===== src/rtl/regfile_pkg.sv =====
// Shared constants, helpers and types for the multi-port register file.
package regfile_pkg;

  localparam int unsigned XLEN_DEF  = 32;
  localparam int unsigned NREGS_DEF = 32;

  function automatic int unsigned addr_w(input int unsigned n);
    return unsigned'($clog2(n));
  endfunction

  localparam int unsigned AW_DEF = addr_w(NREGS_DEF);

  // Read-port request, kept for a future packed-port interface.
  typedef struct packed {
    logic [AW_DEF-1:0] addr;
    logic              used;
  } rd_port_t;

endpackage


===== src/rtl/rf_scoreboard.sv =====
// Pending-write busy bits with flush > issue-set > writeback-clear priority,
// plus per-port busy lookup that hides producers completing this cycle.
module rf_scoreboard #(
  parameter int unsigned NREGS    = 32,
  parameter int unsigned NRD      = 2,
  parameter int unsigned AW       = 5,
  parameter int unsigned ZERO_REG = 1,
  parameter int unsigned BYPASS   = 1
) (
  input  logic              clk,
  input  logic              rst_n,
  input  logic              wr_en,
  input  logic [AW-1:0]     wr_addr,
  input  logic              iss_en,
  input  logic [AW-1:0]     iss_addr,
  input  logic              flush,
  input  logic [NRD*AW-1:0] rd_addr,
  output logic [NRD-1:0]    rd_busy
);

  logic [NREGS-1:0] busy_q;
  logic [NREGS-1:0] busy_d;

  // In range and not the hardwired zero register.
  function automatic logic addr_live(input logic [AW-1:0] a);
    return (32'(a) < NREGS) && !((ZERO_REG != 0) && (a == '0));
  endfunction

  always_comb begin
    busy_d = busy_q;
    if (flush) begin
      busy_d = '0;
    end else begin
      if (wr_en && addr_live(wr_addr)) busy_d[wr_addr] = 1'b0;
      if (iss_en && addr_live(iss_addr)) busy_d[iss_addr] = 1'b1;
    end
    if (ZERO_REG != 0) busy_d[0] = 1'b0;
  end

  always_ff @(posedge clk or negedge rst_n) begin
    if (!rst_n) busy_q <= '0;
    else        busy_q <= busy_d;
  end

  for (genvar i = 0; i < int'(NRD); i++) begin : g_rd
    logic [AW-1:0] a;
    logic          wr_hit;
    assign a       = rd_addr[i*AW +: AW];
    assign wr_hit  = (BYPASS != 0) && wr_en && (wr_addr == a);
    assign rd_busy[i] = addr_live(a) && busy_q[a] && !wr_hit;
  end

endmodule


===== src/rtl/regfile_mp_sb.sv =====
// Multi-read-port register file with same-cycle write bypass and a RAW
// scoreboard; posedge write, async active-low reset, combinational reads.
module regfile_mp_sb
  import regfile_pkg::*;
#(
  parameter  int unsigned XLEN     = XLEN_DEF,
  parameter  int unsigned NREGS    = NREGS_DEF,
  parameter  int unsigned NRD      = 2,
  parameter  int unsigned ZERO_REG = 1,
  parameter  int unsigned BYPASS   = 1,
  localparam int unsigned AW       = addr_w(NREGS)
) (
  input  logic                clk,
  input  logic                rst_n,
  input  logic                wr_en,
  input  logic [AW-1:0]       wr_addr,
  input  logic [XLEN-1:0]     wr_data,
  input  logic [NRD*AW-1:0]   rd_addr,
  input  logic [NRD-1:0]      rd_use,
  output logic [NRD*XLEN-1:0] rd_data,
  output logic [NRD-1:0]      rd_busy,
  output logic                hazard,
  input  logic                iss_en,
  input  logic [AW-1:0]       iss_addr,
  input  logic                flush
);

  logic [XLEN-1:0] regs_q [NREGS];
  logic            wr_ok;

  assign wr_ok = wr_en && (32'(wr_addr) < NREGS)
              && !((ZERO_REG != 0) && (wr_addr == '0));

  always_ff @(posedge clk or negedge rst_n) begin
    if (!rst_n) begin
      for (int unsigned r = 0; r < NREGS; r++) regs_q[r] <= '0;
    end else if (wr_ok) begin
      regs_q[wr_addr] <= wr_data;
    end
  end

  // Per-port read: zero/out-of-range first, then bypass, then storage.
  for (genvar i = 0; i < int'(NRD); i++) begin : g_rd
    logic [AW-1:0]   a;
    logic [XLEN-1:0] val;
    assign a = rd_addr[i*AW +: AW];

    always_comb begin
      val = regs_q[a];
      if ((32'(a) >= NREGS) || ((ZERO_REG != 0) && (a == '0))) begin
        val = '0;
      end else if ((BYPASS != 0) && wr_ok && (wr_addr == a)) begin
        val = wr_data;
      end
    end

    assign rd_data[i*XLEN +: XLEN] = val;
  end

  rf_scoreboard #(
    .NREGS    (NREGS),
    .NRD      (NRD),
    .AW       (AW),
    .ZERO_REG (ZERO_REG),
    .BYPASS   (BYPASS)
  ) u_sb (
    .clk      (clk),
    .rst_n    (rst_n),
    .wr_en    (wr_en),
    .wr_addr  (wr_addr),
    .iss_en   (iss_en),
    .iss_addr (iss_addr),
    .flush    (flush),
    .rd_addr  (rd_addr),
    .rd_busy  (rd_busy)
  );

  assign hazard = |(rd_busy & rd_use);

endmodule


===== config.mk =====
export PLATFORM = sky130hd
export DESIGN_NAME = regfile_mp_sb
export DESIGN_NICKNAME = d
export VERILOG_FILES = /design/src/rtl/regfile_pkg.sv /design/src/rtl/rf_scoreboard.sv /design/src/rtl/regfile_mp_sb.sv
export SDC_FILE = /design/constraint.sdc
export NUM_CORES = 2
export LEC_CHECK = 0
export CAP_MARGIN = 20
export CORE_MARGIN = 3
export CORE_UTILIZATION = 40
export DETAILED_ROUTE_END_ITERATION = 16
export GPL_TIMING_DRIVEN = 0
export PLACE_DENSITY_LB_ADDON = 0.3
export REMOVE_ABC_BUFFERS = 1
export SETUP_SLACK_MARGIN = 0.05
export SYNTH_ARGS = -nofsm -noshare
export SYNTH_HDL_FRONTEND = slang
export SYNTH_HIERARCHICAL = 1
export SYNTH_SLANG_ARGS = --single-unit

===== constraint.sdc =====
create_clock -name clk -period 3 [get_ports clk]
set_input_delay 0.6 -clock clk [delete_from_list [all_inputs] [get_ports clk]]
set_output_delay 0.6 -clock clk [all_outputs]
set_load 0.05 [all_outputs]

==> flow_results.xml <==
<?xml version="1.0" encoding="UTF-8"?>
<metrics>
  <group name="detailed_routing">
    <metric name="detail_routed_net_length_per_standard_cell" unit="µm">35.4</metric>
    <metric name="via_per_inst" unit="">6.60</metric>
    <metric name="drt-initial-drc-count" unit="">4890</metric>
    <metric name="vias" unit="">41100</metric>
    <metric name="drt-total-wl" unit="mm">221</metric>
    <metric name="total_iterations_of_the_first_detailed_routing_run" unit="">7</metric>
    <metric name="route.antenna.remaining_nets" unit="">0</metric>
    <metric name="route.detailed.drc" unit="">0</metric>
  </group>
  <group name="finish">
    <metric name="area.growth.synth_to_final" unit="%">25.5</metric>
    <metric name="postLayoutCellArea" unit="mm²">0.0722</metric>
    <metric name="fraction_of_final_layout_cells_sized_beyond_drive_strength_1" unit="%">54.8</metric>
    <metric name="final-seq-area" unit="mm²">0.0264</metric>
    <metric name="nNetsFinal" unit="">4291</metric>
    <metric name="multi_input_gate_area" unit="mm²">0.0304</metric>
    <metric name="fillers" unit="">11600</metric>
    <metric name="instances_no_fill" unit="">6228</metric>
  </group>
  <group name="clock_network">
    <metric name="clock_tree.htree_level_count" unit="">3</metric>
    <metric name="tritoncts" unit="">yes</metric>
    <metric name="cts-root-to-sink-buffers" unit="">3</metric>
    <metric name="cts.reportedPaths.clkPinSlew" unit="ns">0.07</metric>
    <metric name="clock-root-buffer" unit="">clkbuf_16</metric>
    <metric name="worst_skew_pair.late_latency" unit="ns">0.71</metric>
    <metric name="tritoncts.num_buffers" unit="">116</metric>
    <metric name="tritoncts_num_sinks" unit="">1055</metric>
  </group>
  <group name="timing">
    <metric name="setup-tns-final" unit="ns">-28.93</metric>
    <metric name="timing.final.ws_setup" unit="ns">-0.611</metric>
    <metric name="worst_pin_slew" unit="ns">1.15</metric>
    <metric name="skew" unit="ns">0</metric>
    <metric name="grt_setup_unrepaired" unit="">true</metric>
    <metric name="slew-limit-headroom" unit="%">23.3</metric>
    <metric name="hold-worst-slack" unit="ns">-0.214</metric>
    <metric name="hold_viol" unit="">115</metric>
    <metric name="min_period_over_period" unit="%">120</metric>
    <metric name="setup-violations-final" unit="">67</metric>
    <metric name="min_period" unit="ns">3.61</metric>
    <metric name="final-max-slew-violation-count" unit="">0</metric>
    <metric name="achievable-frequency" unit="GHz">0.277</metric>
  </group>
  <group name="setup_path">
    <metric name="worstPathArrival" unit="ns">3.01</metric>
    <metric name="required" unit="ns">2.40</metric>
    <metric name="critPathMaxFanout" unit="">7</metric>
    <metric name="start_kind" unit="">input pin</metric>
    <metric name="path_class" unit="">in2out</metric>
    <metric name="cp_num_buf_inv" unit="">10</metric>
    <metric name="cpPeakStageDelay" unit="ns">0.34</metric>
    <metric name="cp_slowest_cell" unit="">a32o_2</metric>
    <metric name="kind_of_cell_with_the_highest_combined_delay_on_the_critical_path" unit="">buffers and inverters</metric>
    <metric name="crit_top_cell" unit="">buf_16</metric>
    <metric name="timing.critical_path.cells" unit="">buf_16, buf_16, buf_16, buf_16, buf_12, xnor2_4, nand3_2, nor4_4, buf_8, buf_12, a21oi_4, buf_12, buf_16, a32o_2, buf_6</metric>
    <metric name="worstSetupEndpointType" unit="">output pin</metric>
    <metric name="worstReg2RegStart" unit="">regs_q[667]$_DFFE_PN0P_</metric>
    <metric name="cp-startpoint" unit="">rd_addr[5]</metric>
  </group>
  <group name="floorplanning">
    <metric name="floorplan.die_area" unit="mm²">0.148</metric>
    <metric name="std_cell_rows" unit="">138</metric>
    <metric name="initial_utilization" unit="%">40.5</metric>
    <metric name="fp.dieW" unit="µm">385</metric>
    <metric name="floorplan.core_area" unit="mm²">0.142</metric>
    <metric name="die_height" unit="µm">385</metric>
    <metric name="ios" unit="">126</metric>
  </group>
  <group name="grt">
    <metric name="grt_max_degree" unit="">176</metric>
    <metric name="globalRouteTotalUtil" unit="%">29.1</metric>
    <metric name="grt_first_pass_wirelength" unit="mm">309</metric>
    <metric name="grt_overflow_total" unit="">0</metric>
    <metric name="antenna_found_initial" unit="">9</metric>
    <metric name="first_global_vias" unit="">41500</metric>
  </group>
  <group name="yosys">
    <metric name="synth_enable_flop_cells" unit="">0</metric>
    <metric name="synth-main-ff-cell" unit="">dfrtp_1</metric>
    <metric name="synth.lib_cells_used.distinct" unit="">61</metric>
    <metric name="synth.most_common_cell" unit="">mux2_2</metric>
    <metric name="netlist.top_cell.by_area" unit="">dfrtp_1</metric>
    <metric name="synth_top_cells_by_count" unit="">mux2_2, dfrtp_1, mux4_2, mux2i_1, clkbuf_1</metric>
    <metric name="top_area_cells_in_the_synthesized_netlist" unit="">dfrtp_1, mux2_2, mux4_2</metric>
    <metric name="number_of_register_bits_inferred_by_synthesis" unit="">1055</metric>
    <metric name="syn_area" unit="mm²">0.0575</metric>
    <metric name="synth_warnings" unit="">6</metric>
    <metric name="sequential_share_of_the_synthesized_area" unit="%">45.9</metric>
    <metric name="syn-mean-instance-area" unit="µm²">14.2</metric>
    <metric name="synth.top_cell.area_share" unit="%">45.9</metric>
    <metric name="synthCells" unit="">4065</metric>
    <metric name="postSynth.asyncResetShare" unit="%">100</metric>
  </group>
  <group name="pwr">
    <metric name="power-per-cell-area" unit="mW/mm²">620</metric>
    <metric name="power.share.sequential" unit="%">42.1</metric>
    <metric name="vdd.ir_drop.worst" unit="mV">0.501</metric>
    <metric name="pwr-share-comb" unit="%">23.9</metric>
    <metric name="power_share_of_the_clock_group" unit="%">34.0</metric>
    <metric name="internal-power" unit="W">0.0319</metric>
    <metric name="p_switching" unit="W">0.0129</metric>
    <metric name="power_leakage" unit="nW">31.2</metric>
    <metric name="swShare" unit="%">28.7</metric>
  </group>
  <group name="placed_design">
    <metric name="placement.cell_area" unit="mm²">0.0614</metric>
    <metric name="place_hpwl" unit="mm">108</metric>
    <metric name="place.detailed.instances" unit="">5712</metric>
    <metric name="place_ws" unit="ns">-3.20</metric>
    <metric name="placement.io_buffers" unit="">125</metric>
    <metric name="routabilityCongestion" unit="">0.774</metric>
  </group>
  <group name="run_status">
    <metric name="failing_checks" unit="">hold timing, setup timing</metric>
    <metric name="result_of_the_run" unit="">finished with violations</metric>
  </group>
  <group name="run">
    <metric name="timing.max_cap.violations" unit="">0</metric>
  </group>
  <group name="min_path">
    <metric name="worstHoldPathType" unit="">in2async</metric>
  </group>
</metrics>
-- through the flow --
step | util (%) | power, W
floorplan | - | 0.0246
global placement | 41.5 | 0.0288
detailed placement | 43.2 | 0.0279
CTS | 49.3 | 0.0441
global route | 50.8 | 0.0463
finish | 50.8 | 0.0448
-- power groups by stage --
stage | Clock, W | Combinational, W | Sequential, W
2_1_floorplan | 0 | 0.00630 | 0.0183
3_3_place_gp | 0 | 0.00985 | 0.0189
3_5_place_dp | 0 | 0.00901 | 0.0189
4_1_cts | 0.0153 | 0.0102 | 0.0187
5_1_grt | 0.0159 | 0.0113 | 0.0191
6_report | 0.0152 | 0.0107 | 0.0188
-- worst register-to-register path: cells and delay by family (launching register included) --
kind,cells,cell delay (ns)
mux,1,0.28
flops,1,0.39
buf+inv,1,0.15
-- area by class of cell --
cell class	count	area share (%)
sequential	1055	36.6
tap	1890	3.28
timing repair buffer	507	12.4
inverter	3	0.0260
antenna	4	0.0139
clock buffer	181	4.89
multi-input combinational	2549	42.1
clock inverter	39	0.699
-- placed cells by master, fill, tap and decap left out, types with 12 or more instances in the layout --
cell,count
clkinv_2,20
buf_4,89
nor3b_1,15
o21ai_0,55
a211oi_1,33
clkbuf_8,34
nor2_1,42
a221oi_1,15
buf_8,47
dfrtp_1,1055
mux2i_2,13
o221ai_1,32
buf_6,81
nand2_4,16
nand2_1,103
a21oi_1,51
mux2_2,1068
nor2_2,12
bufbuf_16,31
clkbuf_16,137
mux4_2,393
buf_16,116
clkdlybuf4s50_1,38
a2111oi_4,12
nor2b_1,21
clkbuf_1,29
nor3_2,16
a211oi_2,20
buf_12,78
mux2i_1,244
o22ai_1,65
nor2_4,27
a32o_2,29
a22oi_1,29
a221o_1,35
-- metal layers --
layer  GRT usage [%]  vias up  part of all wire [%]
li1                -    16100                     -
met1            37.9    21900                    38
met2            46.0     2446                    46
met3            6.56      667                   9.4
met4            14.4        6                   6.0
met5               0        -                 0.018
-- state kept, by name, indices dropped and copies added, names as in the netlist --
register,flops
regs_q,1024
u_sb/busy_q,31
-- worst paths after layout --
check	depth (start not counted)	slack [ns]	to
worst max-delay path	15	-0.61	rd_data[60]
worst min-delay path	1	-0.21	regs_q[505]$_DFFE_PN0P_
worst max register to register	2	2.07	regs_q[667]$_DFFE_PN0P_
worst min register to register	0	0.40	regs_q[993]$_DFFE_PN0P_
max in group asynchronous	4	0.68	regs_q[432]$_DFFE_PN0P_
min in group clk	0	0.40	regs_q[993]$_DFFE_PN0P_
-- cells by family (layout without fill, tap and decap cells) --
kind of cell	Yosys count	in the layout	synth area share (%)
multiplexers	1738	1738	41.4
flip-flops	1055	1055	45.9
AO/OA/AOI/OAI	452	452	5.67
XOR/XNOR	20	20	0.304
other	0	4	0
buffers and inverters	463	730	3.90
AND/OR/NAND/NOR	337	339	2.83
-- what timing repair did --
item / CTS / global route
pin swaps: 105 / 79
gates cloned: 79 / 9
endpoints found under the hold margin: 115 / 115
setup buffers: 127 / 54
setup endpoints to repair: 977 / 159
gates resized for setup: 815 / 169
Note: power is estimated with default switching activity, not from simulation.
